### src/rtl/seven_seg_capture.sv
// Snoops a time-multiplexed, active-low 7-segment bus and recovers the hex value shown
// on each digit, with per-digit validity timeout, blank/illegal flags and a frame pulse.
module seven_seg_capture #(
  parameter int NUM_DIGITS     = 4,
  parameter int SETTLE_CYCLES  = 8,
  parameter int TIMEOUT_CYCLES = 65535
) (
  input  logic                    clk,
  input  logic                    rst_n,
  input  logic [6:0]              seg_in,
  input  logic [NUM_DIGITS-1:0]   an_in,
  output logic [4*NUM_DIGITS-1:0] digits,
  output logic [NUM_DIGITS-1:0]   digit_valid,
  output logic [NUM_DIGITS-1:0]   digit_blank,
  output logic [NUM_DIGITS-1:0]   illegal,
  output logic                    frame_done
);

  localparam int IW = (NUM_DIGITS > 1) ? $clog2(NUM_DIGITS) : 1;
  localparam int CW = $clog2(SETTLE_CYCLES + 1);
  localparam int TW = $clog2(TIMEOUT_CYCLES + 1);

  typedef enum logic [1:0] {IDLE, SETTLE, CAPTURE, HOLD} state_t;

  state_t                  state, state_nxt;
  logic [6:0]              seg_s1, seg_s2, lat_pat;
  logic [NUM_DIGITS-1:0]   an_s1, an_s2, low, cap_mask, seen, seen_nxt;
  logic [IW-1:0]           cur_idx, lat_idx;
  logic [CW-1:0]           cnt;
  logic [TW-1:0]           tcnt [NUM_DIGITS];
  logic                    one_low, same, latch_en, count_en, capture;
  logic [4:0]              dec;

  // {hit, value}; hit is 0 for any pattern outside the hex table
  function automatic logic [4:0] decode(input logic [6:0] p);
    case (p)
      7'b0000001: decode = {1'b1, 4'h0};
      7'b1001111: decode = {1'b1, 4'h1};
      7'b0010010: decode = {1'b1, 4'h2};
      7'b0000110: decode = {1'b1, 4'h3};
      7'b1001100: decode = {1'b1, 4'h4};
      7'b0100100: decode = {1'b1, 4'h5};
      7'b0100000: decode = {1'b1, 4'h6};
      7'b0001111: decode = {1'b1, 4'h7};
      7'b0000000: decode = {1'b1, 4'h8};
      7'b0000100: decode = {1'b1, 4'h9};
      7'b0001000: decode = {1'b1, 4'hA};
      7'b1100000: decode = {1'b1, 4'hB};
      7'b0110001: decode = {1'b1, 4'hC};
      7'b1000010: decode = {1'b1, 4'hD};
      7'b0110000: decode = {1'b1, 4'hE};
      7'b0111000: decode = {1'b1, 4'hF};
      default:    decode = 5'b0;
    endcase
  endfunction

  // Synchronisers idle at all-ones so reset looks like "no digit selected"
  always_ff @(posedge clk or negedge rst_n) begin
    if (!rst_n) begin
      seg_s1 <= '1;
      seg_s2 <= '1;
      an_s1  <= '1;
      an_s2  <= '1;
    end else begin
      seg_s1 <= seg_in;
      seg_s2 <= seg_s1;
      an_s1  <= an_in;
      an_s2  <= an_s1;
    end
  end

  always_comb begin
    low     = ~an_s2;
    one_low = (low != '0) && ((low & (low - NUM_DIGITS'(1))) == '0);
    cur_idx = '0;
    for (int i = 0; i < NUM_DIGITS; i++)
      if (low[i]) cur_idx = IW'(i);
    same = one_low && (cur_idx == lat_idx) && (seg_s2 == lat_pat);
  end

  always_ff @(posedge clk or negedge rst_n) begin
    if (!rst_n) state <= IDLE;
    else        state <= state_nxt;
  end

  always_comb begin
    state_nxt = state;
    case (state)
      IDLE:    if (one_low) state_nxt = (SETTLE_CYCLES == 1) ? CAPTURE : SETTLE;
      SETTLE:  if (!same) state_nxt = IDLE;
               else if (cnt == CW'(SETTLE_CYCLES - 1)) state_nxt = CAPTURE;
      CAPTURE: state_nxt = HOLD;
      HOLD:    if (!same) state_nxt = IDLE;
      default: state_nxt = IDLE;
    endcase
  end

  always_comb begin
    latch_en = (state == IDLE) && one_low;
    count_en = (state == SETTLE) && same;
    capture  = (state == CAPTURE);
  end

  always_ff @(posedge clk or negedge rst_n) begin
    if (!rst_n) begin
      lat_idx <= '0;
      lat_pat <= '0;
      cnt     <= '0;
    end else if (latch_en) begin
      lat_idx <= cur_idx;
      lat_pat <= seg_s2;
      cnt     <= CW'(1);
    end else if (count_en) begin
      cnt <= cnt + CW'(1);
    end
  end

  assign dec = decode(lat_pat);

  always_comb begin
    cap_mask = '0;
    for (int k = 0; k < NUM_DIGITS; k++)
      cap_mask[k] = capture && (lat_idx == IW'(k));
  end

  assign seen_nxt = seen | cap_mask;

  // A capture takes priority over the saturating timeout of the same digit
  always_ff @(posedge clk or negedge rst_n) begin
    if (!rst_n) begin
      digits      <= '0;
      digit_valid <= '0;
      digit_blank <= '0;
      illegal     <= '0;
      seen        <= '0;
      frame_done  <= 1'b0;
      for (int k = 0; k < NUM_DIGITS; k++) tcnt[k] <= '0;
    end else begin
      for (int k = 0; k < NUM_DIGITS; k++) begin
        if (cap_mask[k]) begin
          if (dec[4]) begin
            digits[4*k +: 4] <= dec[3:0];
            illegal[k]       <= 1'b0;
            digit_blank[k]   <= 1'b0;
          end else if (lat_pat == 7'b1111111) begin
            digit_blank[k] <= 1'b1;
            illegal[k]     <= 1'b0;
          end else begin
            illegal[k]     <= 1'b1;
            digit_blank[k] <= 1'b0;
          end
          digit_valid[k] <= 1'b1;
          tcnt[k]        <= '0;
        end else if (tcnt[k] != TW'(TIMEOUT_CYCLES)) begin
          tcnt[k] <= tcnt[k] + TW'(1);
          if (tcnt[k] == TW'(TIMEOUT_CYCLES - 1)) digit_valid[k] <= 1'b0;
        end
      end
      frame_done <= &seen_nxt;
      seen       <= (&seen_nxt) ? '0 : seen_nxt;
    end
  end

endmodule
### config.mk
export PLATFORM = sky130hd
export DESIGN_NAME = seven_seg_capture
export DESIGN_NICKNAME = d
export VERILOG_FILES = /design/src/rtl/seven_seg_capture.sv
export SDC_FILE = /design/constraint.sdc
export NUM_CORES = 1
export LEC_CHECK = 0
export BUFFER_PORTS_ARGS = -buffer_cell sky130_fd_sc_hd__buf_2
export CORE_ASPECT_RATIO = 1.2
export CORE_MARGIN = 3
export CORE_UTILIZATION = 50
export DETAILED_ROUTE_END_ITERATION = 8
export GPL_TIMING_DRIVEN = 0
export PLACE_DENSITY = 0.69
export SLEW_MARGIN = 30
export SYNTH_ARGS = -nofsm -noshare
export SYNTH_HDL_FRONTEND = slang
export SYNTH_SLANG_ARGS = --single-unit
### constraint.sdc
create_clock -name clk -period 2.9 [get_ports clk]
set_clock_uncertainty 0.1 [all_clocks]
set_input_delay 0.29 -clock clk [delete_from_list [all_inputs] [get_ports clk]]
set_output_delay 0.29 -clock clk [all_outputs]
set_load 0.01 [all_outputs]
# Word-level counts from Yosys, hierarchy flattened
# Cells that the tools add are included.
[totals]
output_inout_bits = 29
in_bits = 13
reg_bits = 134
[op_classes]
addsub = 6
eq_ne = 36
bitwise_logic = 3
n_mux = 36
reduce_logical = 33
[op_table]
columns = ["operator", "n"]
rows = [
  ["two-way mux 16 bit", 8],
  ["case mux 5 bit (16 select lines)", 1],
  ["adder 16 x 1 -> 16 bit, second input constant", 4],
  ["== test 16 bit, second input constant", 4],
  ["!= test 16 bit, second input constant", 4],
  ["== test 7 x 6 -> 1 bit, second input constant", 5],
  ["== test 7 bit, second input constant", 5],
  ["nonzero test 2 bit", 9],
  ["two-way mux 1 bit", 17],
  ["AND reduction 2 bit", 8],
  ["== test 7 x 3 -> 1 bit, second input constant", 2],
  ["== test 7 x 4 -> 1 bit, second input constant", 2],
  ["two-way mux 2 bit", 6],
  ["two-way mux 4 bit", 3],
  ["logical AND 1 bit", 9],
  ["== test 2 bit, second input constant", 4],
  ["case mux 2 bit (4 select lines)", 1],
  ["== test 7 x 1 -> 1 bit, second input constant", 1],
  ["== test 7 x 5 -> 1 bit, second input constant", 1],
  ["== test 7 bit", 1],
  ["logical NOT 7 bit", 1],
  ["adder 4 x 1 -> 4 bit, second input constant", 1],
  ["bitwise AND 4 bit", 1],
  ["== test 2 x 1 -> 1 bit, second input constant", 2],
  ["other kinds (12)", 14],
]

# Longest topological paths before layout
[depth]
word_depth = 10
ltp_mapped = 7
depth_no_buf = 6

# Worst setup path after synthesis
# Ideal clock, no wire load.
[synth_path]
kind = "reg-to-reg"
start = "register lat_pat[1]"
end = "register digits[5]"
path_stages_with_launch = 7
arrival_ns = 1.812
setup_time_ns = 0.128
period_less_slack_ns = 2.039
setup_slack_ns = 0.861
required_time_ns = 2.672
path_cell_list = "dfrtp_1 buf_2 or3b_2 a21oi_1 a211oi_4 a21oi_2 mux2_1"
[synth_between]
elab_chain_cells = 3
elab_cells_between_ends = 18
classes_between = "eq/ne (15); mux (1); reduce/logical (2)"
[synth_lines]
columns = ["element", "line", "source"]
rows = [
  ["start, declared", "26", "logic [6:0] seg_s1, seg_s2, lat_pat;"],
  ["start signal, assigned", "111", "lat_pat <= seg_s2;"],
  ["== test 7 x 6 -> 1 bit (tied with other cells)", "36", "case (p)"],
  ["case mux 5 bit (16 select lines) *", "36", ""],
  ["AND reduction 2 bit (no source line)", "n/a", ""],
  ["end signal, assigned by index", "142", "digits[4*k +: 4] <= dec[3:0];"],
  ["end, declared", "12", "output logic [4*NUM_DIGITS-1:0] digits,"],
]
# Mark *: on every way between the ends. The rest lies on a longest branch, timed or not.
# A chain may end at the register's enable or synchronous reset.

# Worst setup path in the final report
[layout_path]
start = "register lat_pat[3]"
end = "register digits[5]"
# Same word-level chain as after synthesis.

==> flow_summary_export.csv <==
group,metric,value,unit
sta,final_max_slew_viol_count,0,
place,dp_hpwl,9.453,mm
yosys,muxShareOfSynthArea,2.038,%
clocking,cts_htree_levels,4,
detailed_routing,drt_iter0_markers,263,
yosys,syn_avg_cell_area,10.23,um^2
place,dp_slack,0.6159,ns
critical_path,reg2reg_from,"lat_pat[3]",
min_path,min_path_cells,0,
global_routing,grt_overflow,0,
detailed_routing,drt_wl_total,13.86,mm
place,numPortBuffers,41,
yosys,yosys.area_share.simple,23.13,%
clocking,cts_tree,"yes",
sta,relSlewSlack,37.17,%
detailed_routing,vias,5019,
min_path,min_path_type,"flip-flop to flip-flop",
layout,fin_area,0.007670,mm^2
die,dieArea,0.01443,mm^2
detailed_routing,first_pass_iters,6,
critical_path,path_cells,"buf_2 > nor4_1 > nand3_1 > and3_1 > buf_1 > a21oi_2 > mux2_1",
pwr,power.total,4679,uW
critical_path,cp.arrival,2.56,ns
detailed_routing,vias_per_cell,5.665,
yosys,synth.area.top_cells,"dfrtp_1, dfstp_2, xor2_1",
global_routing,grt_pass1_vias,4981,
sta,setup_viol,0,
sta,grt_setup_unrepaired,"false",
sta,period_needed,2.360,ns
clocking,numCtsBuffers,17,
yosys,netlist_area,0.006509,mm^2
yosys,netlist_instances,636,
die,fp.coreArea,0.01267,mm^2
yosys,synth.most_common_cell,"dfrtp_1",
sta,post-route-period-util,81.38,%
outcome,status,"completed",
yosys,synth-adder-area-share,1.730,%
detailed_routing,drcViolationCount,0,
critical_path,critPathMaxStageDelay,0.46,ns
min_path,holdCritStartpoint,"an_s1[2]",
clocking,cts_max_path_buffers,2,
yosys,synth_xor_area_share,7.805,%
layout,nets,731,
sta,fin_tns_setup,0,ns
clocking,numClockSinks,134,
yosys,synth_top_family_by_area,"simple AND/OR/NAND/NOR gates",
yosys,yosys_warnings,0,
sta,fmax,0.4237,GHz
yosys,synth-main-ff-cell,"dfrtp_1",
pwr,peakVddDrop,0.0003199,V
clocking,cts_hold_buf,12,
place,placed_area,0.006957,mm^2
global_routing,grt_first_pass_wirelength,23.42,mm
layout,seqCellArea,0.003381,mm^2
layout,multiInputGateArea,0.002949,mm^2
layout,syn_to_final_growth,17.84,%
clocking,post_cts_buffers,0,
yosys,yosys-top-cells-count,"dfrtp_1, nor2_1, nand2_1",
die,rows,45,
critical_path,slowest_stage,"nor4_1",
die,io_pins,42,
yosys,synth_top_area_cell,"dfrtp_1",
clocking,cts_resized,0,
pwr,leakagePower,0.003471,uW
yosys,yosysTopAreaCellShare,43.06,%
clocking,clk_pin_slew,0.06,ns
detailed_routing,wl_per_cell,15.65,um
job,maxCapViolCount,0,
critical_path,path_class,"flip-flop to flip-flop",
layout,antenna_cells,0,
yosys,synth.distinct_cells,65,
die,start_util,51.38,%
sta,hold_viol_final,0,
place,gp_congestion,0.8312,
pwr,powerDensity,610.1,mW/mm^2
sta,worstMarginPinSlew,0.9368,ns
sta,fin_ws,0.5401,ns
global_routing,track_usage,20.91,%
yosys,synth-edff-count,0,
yosys,synth_compound_area_share,10.61,%
layout,drive_gt1_share,18.01,%
yosys,synth-seq-cells,134,
yosys,ys_seq_area_share,51.94,%
global_routing,grt_max_degree,79,
critical_path,end_kind,"flip-flop",
yosys,async_flop_share,100.0,%
die,die_height,131.0,um
critical_path,reg2reg_slack,0.54,ns
layout,fillers,1057,
critical_path,cp_max_fo,9,
critical_path,crit_required,3.10,ns
clocking,clk-insertion-delay-late,0.42,ns
min_path,whs_endpoint,"an_s2[2]",
critical_path,r2r_end,"digits[5]",
die,die_w,110.2,um
critical_path,critPathLaunchType,"flip-flop",
detailed_routing,ant_nets,0,
yosys,syn_nets,658,
clocking,clock-root-buffer,"clkbuf_16",
critical_path,r2r_cells,7,
global_routing,antenna_found_initial,0,
## layer usage
metal	vias to the layer above	wire [um]	GRT usage, %	part of all wire, %
met5	-	0	0	0
met4	0	495	11.74	3.6
met3	35	601	4.472	4.3
met2	136	6795	33.29	49
met1	2423	5970	26.50	43
li1	2425	-	-	-
## power by group
part	internal [uW]	switching, uW	leakage, uW
Sequential	1940	34.5	0.00171
Combinational	224	361	0.00148
Clock	1330	794	0.000280
## metrics by stage
stage / hold slack, ns / utilization (%) / cells
6_report: 0.2510 / 60.54 / 886
4_1_cts: 0.2496 / 60.54 / 886
2_1_floorplan: -0.1056 / - / 636
3_3_place_gp: 0.2454 / 54.62 / 841
5_1_grt: 0.2518 / 60.54 / 886
3_5_place_dp: 0.1424 / 54.91 / 842
## sequential cells by signal, summed over array words and instances (netlist names), 7 cells and up, named ones only
name	flops
tcnt	64
digits	16
lat_pat	7
seg_s1	7
seg_s2	7
## cell type report
type / count / area share, %
clock inverter: 12 / 1.648
sequential: 134 / 44.08
tap: 164 / 2.675
buffer: 26 / 1.599
multi-input combinational: 461 / 38.45
inverter: 15 / 0.7341
timing repair buffer: 54 / 4.731
clock buffer: 20 / 6.085
## layout by cell type, fill, tap and decap left out, types with 9 or more instances in the layout
| cell | Yosys | final |
|---|---|---|
| dfrtp_1 | 112 | 112 |
| ha_1 | 9 | 9 |
| nor2_1 | 80 | 80 |
| nand2_1 | 42 | 42 |
| and2_1 | 11 | 11 |
| o21ai_0 | 28 | 28 |
| clkbuf_16 | 0 | 17 |
| clkbuf_1 | 14 | 14 |
| xor2_1 | 39 | 39 |
| dlygate4sd3_1 | 0 | 12 |
| and3_1 | 20 | 20 |
| buf_2 | 8 | 48 |
| nand4_1 | 28 | 28 |
| inv_1 | 15 | 15 |
| nor3_1 | 13 | 13 |
| a21oi_1 | 11 | 11 |
| dfstp_2 | 22 | 22 |
| nor2b_1 | 9 | 9 |
| xnor2_1 | 19 | 19 |
| nand3_1 | 34 | 34 |
## logic make-up after synthesis
logic type	Yosys count
fa+ha+maj	9
buf+inv	41
flops	134
mux	12
compound gates	97
xor+xnor	58
simple gates	285
## critical path, delay by kind of cell (launching register included)
kind / cells / cell delay (ns)
AO/OA/AOI/OAI: 1 / 0.29
buffers and inverters: 2 / 0.38
flip-flops: 1 / 0.35
AND/OR/NAND/NOR: 3 / 0.77
multiplexers: 1 / 0.35
## worst max path at each step
| stage | from | end | slack (ns) |
|---|---|---|---|
| after detailed placement | lat_pat[3] | digits[5] | 0.62 |
| final | lat_pat[3] | digits[5] | 0.54 |
| after floorplan | lat_pat[1] | digits[5] | 0.86 |
| after global routing | lat_pat[3] | digits[5] | 0.39 |
| after global placement | rst_n | tcnt[10] | -0.26 |
| after CTS | lat_pat[3] | digits[5] | 0.59 |
(Power assumes the default switching activity.)
